===== src/rtl/rom_arbiter.sv =====
// rom_arbiter: shares one combinational-read boot ROM/memory between NumReq requesters.
// A priority port can win at most MaxPrioRun grants in a row while other ports wait.
// The other ports are served round-robin. Every accepted request gets a registered
// response one cycle later. Misaligned, out-of-range and locked-write requests are
// answered with an error and never reach the memory write enable.
module rom_arbiter #(
    parameter int unsigned NumReq        = 3,
    parameter int unsigned AddrWidth     = 32,
    parameter int unsigned DataWidth     = 32,
    parameter int unsigned RomDepthWords = 4096,
    parameter int unsigned PrioReq       = 2,
    parameter int unsigned MaxPrioRun    = 4
) (
    input  logic                          clk_i,
    input  logic                          rst_i,
    input  logic [NumReq-1:0]             req_valid_i,
    output logic [NumReq-1:0]             req_ready_o,
    input  logic [NumReq-1:0]             req_we_i,
    input  logic [NumReq*AddrWidth-1:0]   req_addr_i,
    input  logic [NumReq*DataWidth-1:0]   req_wdata_i,
    output logic [NumReq-1:0]             rsp_valid_o,
    output logic [DataWidth-1:0]          rsp_rdata_o,
    output logic                          rsp_err_o,
    input  logic                          wr_lock_i,
    output logic                          mem_we_o,
    output logic [AddrWidth-1:0]          mem_addr_o,
    output logic [DataWidth-1:0]          mem_wdata_o,
    input  logic [DataWidth-1:0]          mem_rdata_i
);

    localparam int unsigned PtrW = (NumReq > 1) ? $clog2(NumReq) : 1;
    localparam int unsigned CntW = (MaxPrioRun > 0) ? $clog2(MaxPrioRun + 1) : 1;
    localparam int unsigned IdxW = AddrWidth - 2;

    logic [PtrW-1:0]      rr_ptr;
    logic [CntW-1:0]      prio_cnt;
    logic [NumReq-1:0]    rsp_valid_q;

    logic [NumReq-1:0]    rr_mask;
    logic [PtrW-1:0]      cand;
    logic [PtrW-1:0]      gnt_idx;
    logic [PtrW-1:0]      next_ptr;
    logic                 gnt_any;
    logic                 gnt_rr;
    logic                 others_valid;
    logic                 prio_cap;
    logic                 accept;
    logic                 sel_we;
    logic [AddrWidth-1:0] sel_addr;
    logic [DataWidth-1:0] sel_wdata;
    logic                 err;
    logic [NumReq-1:0]    ready;

    // Arbitration: capped strict priority first, then a round-robin scan from rr_ptr
    always_comb begin
        others_valid = 1'b0;
        for (int unsigned p = 0; p < NumReq; p++) begin
            if (p != PrioReq && req_valid_i[p]) begin
                others_valid = 1'b1;
            end
        end
        prio_cap = (prio_cnt >= CntW'(MaxPrioRun));
        rr_mask  = req_valid_i;
        // Once the cap is reached, the priority port sits out one grant if anyone else waits
        if (prio_cap && others_valid) begin
            rr_mask[PrioReq] = 1'b0;
        end
        gnt_any = 1'b0;
        gnt_rr  = 1'b0;
        gnt_idx = '0;
        cand    = '0;
        if (req_valid_i[PrioReq] && !prio_cap) begin
            gnt_any = 1'b1;
            gnt_idx = PtrW'(PrioReq);
        end else begin
            for (int unsigned k = 0; k < NumReq; k++) begin
                cand = PtrW'((32'(rr_ptr) + k) % NumReq);
                if (!gnt_any && rr_mask[cand]) begin
                    gnt_any = 1'b1;
                    gnt_rr  = 1'b1;
                    gnt_idx = cand;
                end
            end
        end
        next_ptr = (gnt_idx == PtrW'(NumReq - 1)) ? '0 : gnt_idx + PtrW'(1);
    end

    // Mux the granted port onto the memory side and check the request
    always_comb begin
        sel_we    = 1'b0;
        sel_addr  = '0;
        sel_wdata = '0;
        for (int unsigned p = 0; p < NumReq; p++) begin
            if (gnt_any && gnt_idx == PtrW'(p)) begin
                sel_we    = req_we_i[p];
                sel_addr  = req_addr_i[p*AddrWidth +: AddrWidth];
                sel_wdata = req_wdata_i[p*DataWidth +: DataWidth];
            end
        end
        err = (sel_addr[1:0] != 2'b00)
            || (sel_addr[AddrWidth-1:2] >= IdxW'(RomDepthWords))
            || (sel_we && wr_lock_i);
        accept = gnt_any && !rst_i;
        ready  = '0;
        if (accept) begin
            ready[gnt_idx] = 1'b1;
        end
    end

    assign req_ready_o = ready;
    assign mem_we_o    = accept && sel_we && !err;
    assign mem_addr_o  = sel_addr;
    assign mem_wdata_o = sel_wdata;
    // A response pending when reset arrives is suppressed immediately
    assign rsp_valid_o = rsp_valid_q & {NumReq{~rst_i}};

    // Response register, round-robin pointer and priority-run counter
    always_ff @(posedge clk_i) begin
        if (rst_i) begin
            rsp_valid_q <= '0;
            rsp_rdata_o <= '0;
            rsp_err_o   <= 1'b0;
            rr_ptr      <= '0;
            prio_cnt    <= '0;
        end else begin
            rsp_valid_q <= ready;
            if (accept) begin
                rsp_err_o   <= err;
                rsp_rdata_o <= (!sel_we && !err) ? mem_rdata_i : '0;
                if (gnt_rr) begin
                    rr_ptr <= next_ptr;
                end
                if (gnt_idx == PtrW'(PrioReq) && others_valid) begin
                    prio_cnt <= prio_cnt + CntW'(1);
                end else begin
                    prio_cnt <= '0;
                end
            end
        end
    end

endmodule


===== config.mk =====
export PLATFORM = sky130hd
export DESIGN_NAME = rom_arbiter
export DESIGN_NICKNAME = d
export VERILOG_FILES = /design/src/rtl/rom_arbiter.sv
export SDC_FILE = /design/constraint.sdc
export NUM_CORES = 1
export LEC_CHECK = 0
export ABC_AREA = 1
export BUFFER_PORTS_ARGS = -buffer_cell sky130_fd_sc_hd__clkbuf_2
export CAP_MARGIN = 5
export CORE_AREA = 2 2 131 133
export CTS_CLUSTER_SIZE = 8
export DETAILED_ROUTE_END_ITERATION = 10
export DIE_AREA = 0 0 133 135
export HOLD_SLACK_MARGIN = 0.06
export SYNTH_ARGS = -nofsm -noshare
export SYNTH_HDL_FRONTEND = slang
export SYNTH_SLANG_ARGS = --single-unit

===== constraint.sdc =====
create_clock -name clk_i -period 3.5 [get_ports clk_i]
set_input_delay 0.175 -clock clk_i [delete_from_list [all_inputs] [get_ports clk_i]]
set_output_delay 0.175 -clock clk_i [all_outputs]
set_load 0.03 [all_outputs]

* Yosys cells after proc, flatten, opt, wreduce, memory -nomap -nowiden
Index checks and enable logic that the tools add are counted.
Operators by class: add/subtract/negate cells 4, divide/modulo/power cells 3, order comparisons 7, equal/unequal tests 2, multiplexer cells 37, bitwise logic cells 2, reductions and logical operators 25
Operators with widths (count):
- 32-bit 2-to-1 mux | 7
- 32-bit by 2-bit modulo with 32-bit output, second input constant | 2
- 2-bit by 2-bit modulo with 32-bit output, second input constant | 1
- 30-bit by 13-bit >= comparator with 1-bit output, second input constant | 1
- 1-bit 2-to-1 mux | 19
- 1-bit logical AND | 14
- 2-bit by 3-bit < comparator with 1-bit output, second input constant | 4
- 2-bit 2-to-1 mux | 5
- 1-bit binary-select mux with 2-bit select | 3
- 1-bit logical NOT | 6
- 3-bit 2-to-1 mux | 2
- 2-bit by 1-bit adder with 3-bit output, second input constant | 1
- 2-bit by 2-bit adder with 3-bit output, second input constant | 1
- 3-bit by 1-bit adder with 3-bit output, second input constant | 1
- 3-bit AND | 1
- 3-bit >= comparator, second input constant | 1
- 2-bit by 1-bit adder with 2-bit output, second input constant | 1
- 1-bit demux with 2-bit select | 1
- 2-bit by 1-bit equality test with 1-bit output, second input constant | 1
- 2-bit equality test, second input constant | 1
- 2-bit by 1-bit >= comparator with 1-bit output, second input constant | 1
- 2-bit logical NOT | 1
- 1-bit logical OR | 2
- 2-bit AND reduction | 1
- other kinds (2) | 2
Word-level totals: bits in registers 41, input bits 233, output and inout port bits 104, word-level logic and storage cells 85

* Logic depth before layout (Yosys ltp)
Gate-level depths: netlist of run 1.
depth after elaboration 27, mapped depth 21, gate-level depth less buffers 21

* Worst setup path before layout of run 1
OpenSTA, ideal clock, no wires.
path kind flip-flop to output port, from register rr_ptr[0], to output mem_we_o, data arrival time 2980 ps, required time 3325 ps, slack 345 ps, cell stages (with the launch flop) 18, buffers on the path 1, cells stage by stage dfxtp_1 inv_1 ha_1 or2_0 nand3_1 nand2_2 nor2_4 nand2_1 nand3_2 nand2_8 buf_2 nand4_1 nand3_1 nor2_1 nand2_2 nor2_8 nand3_1 nor2_1
Between the ends: longest elaborated chain between the ends 23, elaborated cells on any way between the ends 46, classes of those cells add/sub: 2; div: 3; order compare: 1; eq/ne: 2; mux: 22; reduce/logical: 16
RTL lines:
- start, declared | line 35 | logic [PtrW-1:0] rr_ptr;
- start signal, assigned | line 131 | rr_ptr <= next_ptr;
- branches (longest 17 deep; another with 32-bit by 2-bit modulo with 32-bit output)
- 32-bit 2-to-1 mux * | line 94 | if (gnt_any && gnt_idx == PtrW'(p)) begin
- via mem_addr_o[30] | line 26 | output logic [AddrWidth-1:0] mem_addr_o,
- 30-bit by 13-bit >= comparator with 1-bit output * | line 101 | || (sel_addr[AddrWidth-1:2] >= IdxW'(RomDepthWords))
- 1-bit logical OR * | line 101
- 1-bit logical OR * | line 102 | || (sel_we && wr_lock_i);
- 1-bit logical NOT * | line 111 | assign mem_we_o = accept && sel_we && !err;
- 1-bit logical AND * | line 111
- end, declared | line 25 | output logic mem_we_o,
Mark *: on every way through the listed nets, which the timed path passes. The select of a mux whose other input is x is not followed.

* Worst setup path after layout of run 1
from register rr_ptr[0], to output mem_we_o
Between the ends: longest elaborated chain between the ends 23, elaborated cells on any way between the ends 46, classes of those cells add/sub: 2; div: 3; order compare: 1; eq/ne: 2; mux: 22; reduce/logical: 16
RTL lines (line):
- branches (longest 22 deep; another with 32-bit by 2-bit modulo with 32-bit output)
- 1-bit logical AND * | 111
Every way passes the cells marked *. The select of a mux whose other input is x is not followed.

==> parameters.txt, run 1 <==
Parameter                              Value

Layout
  Share of cells above drive strength 1    0.433
  Combined flip-flop and latch cell area    822 um2
  Final non-filler cell total    1178
  Fill cell total of the finished layout    1881
  Post-layout nets    1192
  Area of the multi-input gates    2370 um2
  Area growth from synthesis to layout    58.8%

Hold path
  End point of the most critical hold path    rsp_rdata_o[23]
  Classification of the worst-slack hold path    primary input to flip-flop
  Hold Path Stages    5
  Hold Startpoint    mem_rdata_i[23]

Logic synthesis
  Number of warnings printed during yosys synthesis    0
  Synthesized cell area    3640 um2
  Area share of the largest cell type after synthesis    0.230
  Number of distinct library cell variants in the gate-level netlist after synthesis    29
  Gate count after technology mapping    628
  Ranking of synthesized cells by instance count    sky130_fd_sc_hd__nand2_1 (223), sky130_fd_sc_hd__nand3_1 (67), sky130_fd_sc_hd__nor2_1 (58)
  Share of flip-flops with an asynchronous set or reset after synthesis    0
  Dominant cell by count in the synthesized netlist    sky130_fd_sc_hd__nand2_1
  Top cells by area, synth    sky130_fd_sc_hd__nand2_1 (23%), sky130_fd_sc_hd__dfxtp_1 (23%), sky130_fd_sc_hd__nand3_1 (9.2%)
  Net count after synthesis    865
  Post-synth EDFFs    0
  Mean cell area of the mapped netlist    5.79 um2
  Most used DFF post-synth    sky130_fd_sc_hd__dfxtp_1
  Dominant cell type by area after synthesis    sky130_fd_sc_hd__nand2_1
  Register bit count reported by yosys    41
  Sequential cell area fraction in the yosys report    0.226

Timing
  Worst Tran Pin Value    0.442 ns
  Number of endpoints failing setup at the final stage    0
  Achievable Freq    303 MHz
  Post-layout minimum cycle time    3.30 ns
  Setup repair after global routing missed its margin    false
  Max Slew Vio Count    0
  Total negative slack    0 ns
  Tcrit/Tclk final    0.943
  Worst Clk Skew    0.00364 ns
  Final Hold Viols    0
  Normalized max-slew margin    0.705

Critical path
  Slowest CP cell    sky130_fd_sc_hd__dfxtp_2
  Worst R2R End    rsp_rdata_o[12]
  Crit Reg-Reg Startpoint    rr_ptr[0]
  Biggest fanout along the worst timing path    18
  Worst path arrival time    3.13 ns
  Cell depth of the worst flop-to-flop path    20
  Kind of end point of the critical path    output pin
  Setup slack of the most critical reg-to-reg path    0.34 ns
  Kind of start point of the critical path    flip-flop
  CP Data Required Time    3.32 ns
  Largest incremental delay on the critical path    0.37 ns
  Cells along the critical path    inv_1 > ha_4 > or2_0 > nand3_1 > nand2_2 > nand3_1 > nand2_2 > nor2_8 > inv_6 > buf_4 > nand2_1 > nand3_1 > nor2_1 > nand2_1 > nor2_4 > nand3_1 > nor2_2 > buf_6
  Worst setup path class    flip-flop to output pin
  Most frequent CP cell    sky130_fd_sc_hd__nand3_1

Drt
  Vias per std cell    4.50
  Antenna-violating nets left    0
  Number of violations reported at the end of detailed-routing iteration 0    170
  Total DRC errors in the routed layout    0
  Count of TritonRoute iterations in the first routing pass    4
  Per-cell routed wire length    15.3 um
  Total detailed-routing wirelength    18000 um
  Total number of vias    5300

Global routing
  Tot GR Track Use    0.189
  Antenna violations before repair    2
  Sum of overflow across all layers after global routing    0
  Wire length of the first global-routing pass    26900 um
  Number of global-route vias before repair    5041
  Pin count of the biggest net entering global routing    43

Pwr
  Leakage    3.23 nW
  Fraction of power consumed by combinational cells    0.803
  Switching share of total power    0.617
  Fraction of power consumed by sequential logic    0.097
  Clock network fraction of total power    0.100
  Internal portion of total power    2.06 mW
  Switching power of the nets    3.32 mW
  Power density relative to cell area    931 nW/um2
  Worst voltage drop across the vdd grid    561 uV

Place
  Gpl congestion    0.911
  Number of cells in the design after placement    1160
  HPWL reported at the end of detailed placement    14800 um
  Count of input and output buffers    336

Flow run
  Max cap viols    0

Die
  Floorplan die height    135 um
  Die outline width    133 um
  Count of pins on the block boundary    337
  Cell row count    47
  Core Box Area    16400 um2
  Initial core utilization    0.222
  Die outline area    18000 um2

Clock tree
  Max H-tree Level    2
  CTS max path bufs    2
  Number of CTS-inserted buffers    5
  Clock latency at the later pin of the worst-skew pair    0.28 ns
  Number of clock sinks seen by CTS    41
  Cell chosen for the clock root    sky130_fd_sc_hd__clkbuf_16
  Clock edge transition at the registers on the reported setup and hold paths    0.06 ns
  TritonCTS clock tree    built
  Hold buffer count at cts    0

Run status
  Status    completed
## registers in the layout (all words and copies together) (netlist names)
name and flops:
rsp_err_o 1, prio_cnt 3, rsp_rdata_o 32, rr_ptr 2, rsp_valid_q 3
## timing repair
item	CTS	global route
endpoints found under the hold margin	0	0
pin swaps	2	6
gates resized for setup	1	16
endpoints found under the setup margin	2	34
buffers inserted	5	2
cloned	0	1
## layer usage
| metal | up-vias | wire, um | global-route usage |
|---|---|---|---|
| met2 | 214 | 8960 | 0.336 |
| li1 | 2685 | - | - |
| met4 | 0 | 266 | 0.0490 |
| met3 | 20 | 1410 | 0.0503 |
| met5 | - | 0 | 0 |
| met1 | 2381 | 7360 | 0.225 |
## cell type report
type | instances | area share
inverters | 62 | 0.0425
clock buffers | 6 | 0.0240
repair buffers | 362 | 0.327
well taps | 220 | 0.0476
diodes | 2 | 0.000866
flip-flops and latches | 41 | 0.142
multi-input cells | 483 | 0.410
clock inverters | 2 | 0.00650
## critical path: cells and delay by family (launching register included)
kind / cells / cell delay [ns]
buffers and inverters: 4 / 0.54
flip-flops: 1 / 0.37
adder cells (fa/ha/maj): 1 / 0.27
AND/OR/NAND/NOR: 13 / 1.65
## power groups by stage
stage	registers, mW	clock network [mW]	logic (mW)
floorplan	0.523	0	2.95
global placement	0.523	0	4.20
detailed placement	0.526	0	4.20
CTS	0.515	0.552	4.25
global route	0.523	0.570	4.70
finish	0.521	0.540	4.32
## through the flow
step                       util  cell area, um2  setup slack, ns  power (mW)  hold slack [ns]
final                     0.352            5780            0.199        5.38            0.218
after global routing      0.352            5780          0.00404        5.79            0.245
after global placement    0.333            5470            0.268        4.73            0.455
after floorplan               -            3640            0.345        3.47            0.412
after detailed placement  0.333            5470            0.183        4.72            0.456
after CTS                 0.346            5680        0.0000189        5.32            0.215
## cell usage in the layout (no fill, tap or decap), drive strengths merged, types with 2 or more instances in the layout
cell type	count
buf	27
ha	4
nand4	51
nand2	236
o21ai	6
diode	2
a21oi	36
dfxtp	41
clkbuf	341
inv	62
o211ai	3
nand3	75
or2	5
nor2	65
## worst max path at each step
stage,start,to,slack (ns),cells after the start
after detailed placement,rr_ptr[0],mem_we_o,0.18,18
after global placement,rr_ptr[0],mem_we_o,0.27,18
after CTS,rr_ptr[0],mem_addr_o[3],0.00002,17
after floorplan,rr_ptr[0],mem_we_o,0.35,17
final,rr_ptr[0],mem_we_o,0.20,18
after global routing,rr_ptr[0],mem_we_o,0.004,18
## logic make-up (layout without fill, tap and decap cells)
family | count (synthesis) | after routing | share of synthesized area
AOI/OAI and AO/OA | 46 | 46 | 0.0667
buffers and inverters | 105 | 432 | 0.141
DFF | 41 | 41 | 0.226
and+or+nand+nor | 431 | 432 | 0.550
adders and majority gates | 4 | 4 | 0.0138
other | 0 | 2 | 0
xor gates and xnor gates | 1 | 1 | 0.00241
Note: power is estimated with default switching activity, not from simulation.
==> inputs of run 2 (changes only) <==
--- a/config.mk
+++ b/config.mk
@@ -8,10 +8,10 @@
 export ABC_AREA = 1
 export BUFFER_PORTS_ARGS = -buffer_cell sky130_fd_sc_hd__clkbuf_2
 export CAP_MARGIN = 5
-export CORE_AREA = 2 2 131 133
+export CORE_AREA = 2 2 130 132
 export CTS_CLUSTER_SIZE = 8
 export DETAILED_ROUTE_END_ITERATION = 10
-export DIE_AREA = 0 0 133 135
+export DIE_AREA = 0 0 132 134
 export HOLD_SLACK_MARGIN = 0.06
 export SYNTH_ARGS = -nofsm -noshare
 export SYNTH_HDL_FRONTEND = slang
==> constraint.sdc (replaced) <==
create_clock -name clk_i -period 4.2 [get_ports clk_i]
set_input_delay 0.21 -clock clk_i [delete_from_list [all_inputs] [get_ports clk_i]]
set_output_delay 0.21 -clock clk_i [all_outputs]
set_load 0.03 [all_outputs]
==> parameters.txt, run 2 (synthesized netlist as in run 1, its figures left out) <==
Parameter                              Value

Run status
  Status    completed (unchanged)

Pwr
  Total Power    4.29 mW (was 5.38 mW)
  Switching share of total power    0.621 (was 0.617)
  Leakage    3.13 nW (was 3.23 nW)
  Fraction of power consumed by combinational cells    0.785 (was 0.803)
  Fraction of power consumed by sequential logic    0.100 (was 0.097)
  Switching power of the nets    2.67 mW (was 3.32 mW)
  Worst voltage drop across the vdd grid    329 uV (was 561 uV)
  Clock network fraction of total power    0.115 (was 0.100)
  Internal portion of total power    1.63 mW (was 2.06 mW)
  Power density relative to cell area    770 nW/um2 (was 931 nW/um2)

Critical path
  Kind of start point of the critical path    flip-flop (unchanged)
  Slowest CP cell    sky130_fd_sc_hd__ha_1 (was sky130_fd_sc_hd__dfxtp_2)
  Kind of end point of the critical path    output pin (unchanged)
  Biggest fanout along the worst timing path    23 (was 18)
  CP Data Required Time    3.99 ns (was 3.32 ns)
  Largest incremental delay on the critical path    0.37 ns (about the same)
  Cells along the critical path    inv_1 > ha_1 > or2_0 > nand3_1 > nand2_2 > nor2_4 > nand3_1 > inv_2 > nand2_2 > inv_2 > nor2_4 > nand2_1 > nand2_1 > nor2_1 > nand3_2 > nor2_8 > nand3_1 > nor2_1 > clkbuf_2 (was inv_1 > ha_4 > or2_0 > nand3_1 > nand2_2 > nand3_1 > nand2_2 > nor2_8 > inv_6 > buf_4 > nand2_1 > nand3_1 > nor2_1 > nand2_1 > nor2_4 > nand3_1 > nor2_2 > buf_6)
  Worst path arrival time    3.48 ns (was 3.13 ns)
  Worst setup path class    flip-flop to output pin (unchanged)
  Most frequent CP cell    sky130_fd_sc_hd__nand3_1 (unchanged)

Timing
  Worst Tran Pin Value    0.902 ns (was 0.442 ns)
  Normalized max-slew margin    0.399 (was 0.705)
  Achievable Freq    271 MHz
  Final Hold Viols    0 (unchanged)
  Post-layout minimum cycle time    3.69 ns
  Max Slew Vio Count    0 (unchanged)
  Setup repair after global routing missed its margin    false (unchanged)
  Number of endpoints failing setup at the final stage    0 (unchanged)
  Hold WS    0.256 ns (was 0.218 ns)
  Worst Clk Skew    0.00364 ns (about the same)
  Total negative slack    0 ns (unchanged)
  Tcrit/Tclk final    0.878

Clock tree
  CTS max path bufs    2 (unchanged)
  Clock latency at the later pin of the worst-skew pair    0.28 ns (about the same)
  Post-CTS setup-driven buffer insertion count    0 (was 5)
  Number of CTS-inserted buffers    5 (unchanged)
  Cell chosen for the clock root    sky130_fd_sc_hd__clkbuf_16 (unchanged)
  TritonCTS clock tree    built (unchanged)
  Clock edge transition at the registers on the reported setup and hold paths    0.06 ns (about the same)
  Number of clock sinks seen by CTS    41 (unchanged)
  CTS-repair resized insts    0 (was 1)
  Hold buffer count at cts    0 (unchanged)
  Max H-tree Level    2 (unchanged)

Place
  DP Area    5390 um2 (was 5470 um2)
  Count of input and output buffers    336 (unchanged)
  Gpl congestion    0.847 (was 0.911)
  HPWL reported at the end of detailed placement    13800 um (was 14800 um)

Layout
  Largest registers    rsp_rdata_o x32, prio_cnt x3, rsp_valid_q x3 (unchanged)
  Largest register by flop count    rsp_rdata_o (unchanged)
  Fill cell total of the finished layout    1883 (was 1881)
  Flip-flop count of the largest register after layout    32 (unchanged)
  Share of cells above drive strength 1    0.415 (was 0.433)
  Post-layout nets    1172 (was 1192)
  Combined flip-flop and latch cell area    821 um2 (was 822 um2)
  Leading cell type in the layout, fill and taps excluded    sky130_fd_sc_hd__clkbuf_2 (unchanged)
  Post-layout instance area    5580 um2 (was 5780 um2)
  Top library cells by usage in the layout, fill and taps aside    sky130_fd_sc_hd__clkbuf_2 (336), sky130_fd_sc_hd__nand2_1 (223), sky130_fd_sc_hd__nand3_1 (67) (was sky130_fd_sc_hd__clkbuf_2 (335), sky130_fd_sc_hd__nand2_1 (223), sky130_fd_sc_hd__nand3_1 (66))
  Area growth from synthesis to layout    53.4% (was 58.8%)
  Final design utilization    0.343 (was 0.352)
  Area of the multi-input gates    2310 um2 (was 2370 um2)
  Number of antenna diodes    0 (was 2)

Global routing
  Tot GR Track Use    0.183 (was 0.189)
  Wire length of the first global-routing pass    26000 um (was 26900 um)
  Pin count of the biggest net entering global routing    64 (was 43)
  Number of global-route vias before repair    5028 (was 5041)
  Antenna violations before repair    0 (was 2)
  Sum of overflow across all layers after global routing    0 (unchanged)

Die
  Count of pins on the block boundary    337 (unchanged)
  Floorplan die height    134 um (was 135 um)
  Core Box Area    16300 um2 (was 16400 um2)
  Initial core utilization    0.223 (was 0.222)
  Die outline width    132 um (was 133 um)
  Cell row count    47 (unchanged)
  Die outline area    17700 um2 (was 18000 um2)

Hold path
  Classification of the worst-slack hold path    primary input to flip-flop (unchanged)

Drt
  Vias per std cell    4.40 (was 4.50)
  Count of TritonRoute iterations in the first routing pass    4 (unchanged)
  Number of violations reported at the end of detailed-routing iteration 0    168 (was 170)
  Per-cell routed wire length    14.8 um (was 15.3 um)
  Total number of vias    5083 (was 5300)
  Total detailed-routing wirelength    17100 um (was 18000 um)
  Total DRC errors in the routed layout    0 (unchanged)
  Antenna-violating nets left    0 (unchanged)

Flow run
  Max cap viols    0 (unchanged)
[run 2: area by class of cell]
cell class / instances / area share
well taps: 220 / 0.0493
clock inverters: 3 / 0.0117
multi-input cells: 482 / 0.413
flip-flops and latches: 41 / 0.147
repair buffers: 343 / 0.313
inverters: 62 / 0.0430
clock buffers: 5 / 0.0224
[run 2: power by group through the flow]
stage,Combinational (mW),Sequential [mW],Clock [mW]
detailed placement,3.41,0.437,0
global route,3.68,0.431,0.519
CTS,3.42,0.428,0.500
floorplan,2.46,0.436,0
finish,3.37,0.429,0.494
global placement,3.42,0.436,0
[run 2: critical path, delay by kind of cell (launching register included)]
kind | cells | cell delay [ns]
AND/OR/NAND/NOR | 14 | 1.92
buffers and inverters | 4 | 0.55
adder cells (fa/ha/maj) | 1 | 0.37
flip-flops | 1 | 0.35
[run 2: worst paths after layout]
kind / endpoint / slack [ns] / start / cells past startpoint
worst min register to register: rsp_rdata_o[0] / 0.46 / rsp_rdata_o[0] / 2
worst min-delay path: rsp_rdata_o[19] / 0.26 / mem_rdata_i[19] / 5
worst max-delay path: mem_we_o / 0.51 / rr_ptr[0] / 19
worst max register to register: rsp_rdata_o[9] / 0.81 / rr_ptr[0] / 18
[run 2: metrics by stage]
stage,setup slack [ns],std cells
detailed placement,0.778,1148
global route,0.191,1156
global placement,0.780,1148
finish,0.511,1156
CTS,0.489,1156
floorplan,1.01,628
[run 2: layer usage]
| metal | global-route usage | part of all wire |
|---|---|---|
| met1 | 0.216 | 0.41 |
| met2 | 0.322 | 0.49 |
| met3 | 0.0529 | 0.081 |
| met4 | 0.0519 | 0.025 |
| met5 | 0 | 0 |
==> inputs of run 3 (changes only) <==
--- a/config.mk
+++ b/config.mk
@@ -8,11 +8,13 @@
 export ABC_AREA = 1
 export BUFFER_PORTS_ARGS = -buffer_cell sky130_fd_sc_hd__clkbuf_2
 export CAP_MARGIN = 5
-export CORE_AREA = 2 2 130 132
+export CORE_AREA = 2 2 132 134
 export CTS_CLUSTER_SIZE = 8
 export DETAILED_ROUTE_END_ITERATION = 10
-export DIE_AREA = 0 0 132 134
+export DIE_AREA = 0 0 134 136
 export HOLD_SLACK_MARGIN = 0.06
+export RECOVER_POWER = 50
+export SLEW_MARGIN = 20
 export SYNTH_ARGS = -nofsm -noshare
 export SYNTH_HDL_FRONTEND = slang
 export SYNTH_SLANG_ARGS = --single-unit
==> parameters.txt, run 3 (synthesized netlist as in run 1, its figures left out) <==
Parameter                              Value

Clock tree
  Number of CTS-inserted buffers    5 (unchanged)
  Clock edge transition at the registers on the reported setup and hold paths    0.06 ns (about the same)
  Cell chosen for the clock root    sky130_fd_sc_hd__clkbuf_16 (unchanged)
  Max H-tree Level    2 (unchanged)
  Clock latency at the later pin of the worst-skew pair    0.28 ns (about the same)
  Hold buffer count at cts    0 (unchanged)
  Post-CTS setup-driven buffer insertion count    0 (unchanged)
  Number of clock sinks seen by CTS    41 (unchanged)
  CTS-repair resized insts    0 (unchanged)
  CTS max path bufs    2 (unchanged)
  TritonCTS clock tree    built (unchanged)

Place
  DP Area    5420 um2 (was 5390 um2)
  Pre-CTS setup slack    0.680 ns (was 0.778 ns)
  HPWL reported at the end of detailed placement    14100 um (was 13800 um)
  Count of input and output buffers    336 (unchanged)
  Gpl congestion    0.847 (about the same)

Layout
  Post-layout nets    1175 (was 1172)
  Post-layout instance area    5490 um2 (was 5580 um2)
  Leading cell type in the layout, fill and taps excluded    sky130_fd_sc_hd__clkbuf_2 (unchanged)
  Top library cells by usage in the layout, fill and taps aside    sky130_fd_sc_hd__clkbuf_2 (279), sky130_fd_sc_hd__nand2_1 (223), sky130_fd_sc_hd__nand3_1 (67) (was sky130_fd_sc_hd__clkbuf_2 (336), sky130_fd_sc_hd__nand2_1 (223), sky130_fd_sc_hd__nand3_1 (67))
  Share of cells above drive strength 1    0.351 (was 0.415)
  Largest registers    rsp_rdata_o x32, prio_cnt x3, rsp_valid_q x3 (unchanged)
  Number of antenna diodes    0 (unchanged)
  Largest register by flop count    rsp_rdata_o (unchanged)
  Flip-flop count of the largest register after layout    32 (unchanged)
  Area growth from synthesis to layout    51.0% (was 53.4%)

Timing
  Achievable Freq    263 MHz (was 271 MHz)
  Setup ws final    0.391 ns (was 0.511 ns)
  Setup repair after global routing missed its margin    false (unchanged)
  Number of endpoints failing setup at the final stage    0 (unchanged)
  Tcrit/Tclk final    0.907 (was 0.878)
  Max Slew Vio Count    79 (was 0)
  Normalized max-slew margin    -0.246 (was 0.399)
  Post-layout minimum cycle time    3.81 ns (was 3.69 ns)
  Worst Clk Skew    0.00501 ns (was 0.00364 ns)
  Final Hold Viols    0 (unchanged)
  Total negative slack    0 ns (unchanged)
  Worst Tran Pin Value    1.87 ns (was 0.902 ns)
  Hold WS    0.264 ns (was 0.256 ns)

Drt
  Met1 routed wirelength after detailed routing    7130 um (was 6980 um)
  Count of TritonRoute iterations in the first routing pass    4 (unchanged)
  Met2 routed wirelength    8620 um (was 8280 um)
  Antenna-violating nets left    0 (unchanged)
  Number of violations reported at the end of detailed-routing iteration 0    174 (was 168)
  Per-cell routed wire length    14.9 um (was 14.8 um)
  Total number of vias    5102 (was 5083)
  Total DRC errors in the routed layout    0 (unchanged)
  Vias per std cell    4.39 (was 4.40)
  Total detailed-routing wirelength    17300 um (was 17100 um)
  Uppermost routed layer    met4 (unchanged)
  Met3 wire length    1390 um (was 1380 um)

Critical path
  Cell family with most CP delay    simple AND/OR/NAND/NOR gates (unchanged)
  Kind of start point of the critical path    flip-flop (unchanged)
  Worst setup path class    flip-flop to output pin (unchanged)
  Largest incremental delay on the critical path    0.37 ns (about the same)
  Kind of end point of the critical path    output pin (unchanged)
  Worst path arrival time    3.60 ns (was 3.48 ns)
  Cell depth of the worst flop-to-flop path    13 (was 18)
  Cells along the critical path    inv_1 > ha_1 > or2_0 > nand3_1 > nand2_2 > nor2_4 > nand3_1 > nand2_1 > inv_2 > nand2_8 > inv_6 > nand2_1 > nand3_1 > nor2_1 > nand2_1 > nor2_4 > nand3_1 > nor2_1 > clkbuf_2 (was inv_1 > ha_1 > or2_0 > nand3_1 > nand2_2 > nor2_4 > nand3_1 > inv_2 > nand2_2 > inv_2 > nor2_4 > nand2_1 > nand2_1 > nor2_1 > nand3_2 > nor2_8 > nand3_1 > nor2_1 > clkbuf_2)
  Number of logic stages on the critical path including buffering    19 (unchanged)
  CP Data Required Time    3.99 ns (about the same)
  Worst R2R End    rsp_rdata_o[4] (was rsp_rdata_o[9])
  Slowest CP cell    sky130_fd_sc_hd__ha_1 (unchanged)
  Crit path launch    rr_ptr[0] (unchanged)
  Crit Reg-Reg Startpoint    rr_ptr[0] (unchanged)
  Most frequent CP cell    sky130_fd_sc_hd__nand3_1 (unchanged)
  Worst Path Buf+Inv    4 (unchanged)
  Biggest fanout along the worst timing path    63 (was 23)
  Setup slack of the most critical reg-to-reg path    0.58 ns (was 0.81 ns)

Pwr
  Internal portion of total power    1.53 mW (was 1.63 mW)
  Fraction of power consumed by sequential logic    0.102 (was 0.100)
  Power density relative to cell area    765 nW/um2 (was 770 nW/um2)
  Switching power of the nets    2.67 mW (about the same)
  Switching share of total power    0.636 (was 0.621)
  Clock network fraction of total power    0.101 (was 0.115)
  Fraction of power consumed by combinational cells    0.797 (was 0.785)
  Leakage    2.93 nW (was 3.13 nW)
  Worst voltage drop across the vdd grid    415 uV (was 329 uV)

Die
  Cell row count    48 (was 47)
  Initial core utilization    0.216 (was 0.223)
  Floorplan die height    136 um (was 134 um)
  Die outline width    134 um (was 132 um)
  Die outline area    18200 um2 (was 17700 um2)
  Count of pins on the block boundary    337 (unchanged)
  Core Box Area    16900 um2 (was 16300 um2)

Hold path
  Hold Startpoint    mem_rdata_i[9] (was mem_rdata_i[19])
  Classification of the worst-slack hold path    primary input to flip-flop (unchanged)
  End point of the most critical hold path    rsp_rdata_o[9] (was rsp_rdata_o[19])
  Hold Path Stages    5 (unchanged)

Flow run
  Max cap viols    2 (was 0)

Global routing
  Tot GR Track Use    0.178 (was 0.183)
  Pin count of the biggest net entering global routing    64 (unchanged)
  Antenna violations before repair    0 (unchanged)
  Wire length of the first global-routing pass    25800 um (was 26000 um)
  Number of global-route vias before repair    4866 (was 5028)
  Sum of overflow across all layers after global routing    0 (unchanged)

Run status
  Violations in the final reports    max-capacitance violations, max-slew violations
  Status    finished, violations left (was completed)
-- run 3: changes by cell type in the layout (fill, tap and decap cells not counted) --
cell / previous run / this run
sky130_fd_sc_hd__clkbuf_1: 0 / 60
sky130_fd_sc_hd__clkbuf_2: 336 / 279
sky130_fd_sc_hd__bufinv_16: 2 / 1
sky130_fd_sc_hd__inv_1: 55 / 56
sky130_fd_sc_hd__inv_2: 5 / 4
sky130_fd_sc_hd__nor2_2: 1 / 2
sky130_fd_sc_hd__nor2_4: 4 / 3
-- run 3: power by group through the flow --
| stage | sequential, mW | combinational [mW] | clock [mW] |
|---|---|---|---|
| global route | 0.431 | 3.66 | 0.457 |
| floorplan | 0.436 | 2.46 | 0 |
| global placement | 0.436 | 3.45 | 0 |
| CTS | 0.428 | 3.45 | 0.433 |
| finish | 0.428 | 3.35 | 0.425 |
| detailed placement | 0.437 | 3.44 | 0 |
-- run 3: worst reg2reg max path, cell delays in order (launching register included) --
cell,delay (ns)
sky130_fd_sc_hd__dfxtp_1,0.35
sky130_fd_sc_hd__inv_1,0.06
sky130_fd_sc_hd__ha_1,0.37
sky130_fd_sc_hd__or2_0,0.24
sky130_fd_sc_hd__nand3_1,0.08
sky130_fd_sc_hd__nand2_2,0.09
sky130_fd_sc_hd__nor2_4,0.14
sky130_fd_sc_hd__nand3_1,0.09
sky130_fd_sc_hd__inv_2,0.08
sky130_fd_sc_hd__nand2_2,0.29
sky130_fd_sc_hd__inv_1,0.19
sky130_fd_sc_hd__clkbuf_1,1.19
sky130_fd_sc_hd__nand2_1,0.14
sky130_fd_sc_hd__a21oi_1,0.21
-- run 3: layout make-up --
class,instances,area (um2)
fillers,1957,11400
multi-input cells,482,2300
repair buffers,346,1690
flip-flops and latches,41,821
well taps,225,282
inverters,62,240
clock buffers,5,125
clock inverters,2,35.0
-- run 3: worst max-delay path by stage --
stage                                 end  slack [ns]
final                            mem_we_o        0.39
after global routing      mem_wdata_o[22]        0.03
after CTS                        mem_we_o        0.38
after detailed placement         mem_we_o        0.68
after global placement           mem_we_o        0.74
after floorplan                  mem_we_o        1.01
-- run 3: stage by stage --
| step | std cells | total power [mW] | utilization |
|---|---|---|---|
| 2_1_floorplan | 628 | 2.90 | - |
| 3_3_place_gp | 1156 | 3.88 | 0.321 |
| 3_5_place_dp | 1156 | 3.88 | 0.321 |
| 4_1_cts | 1163 | 4.31 | 0.331 |
| 5_1_grt | 1163 | 4.55 | 0.325 |
| 6_report | 1163 | 4.20 | 0.325 |
-- run 3: layer usage --
layer,vias up,track usage
li1,2642,-
met1,2260,0.216
met2,188,0.322
met3,12,0.0488
met4,0,0.0242
met5,-,0
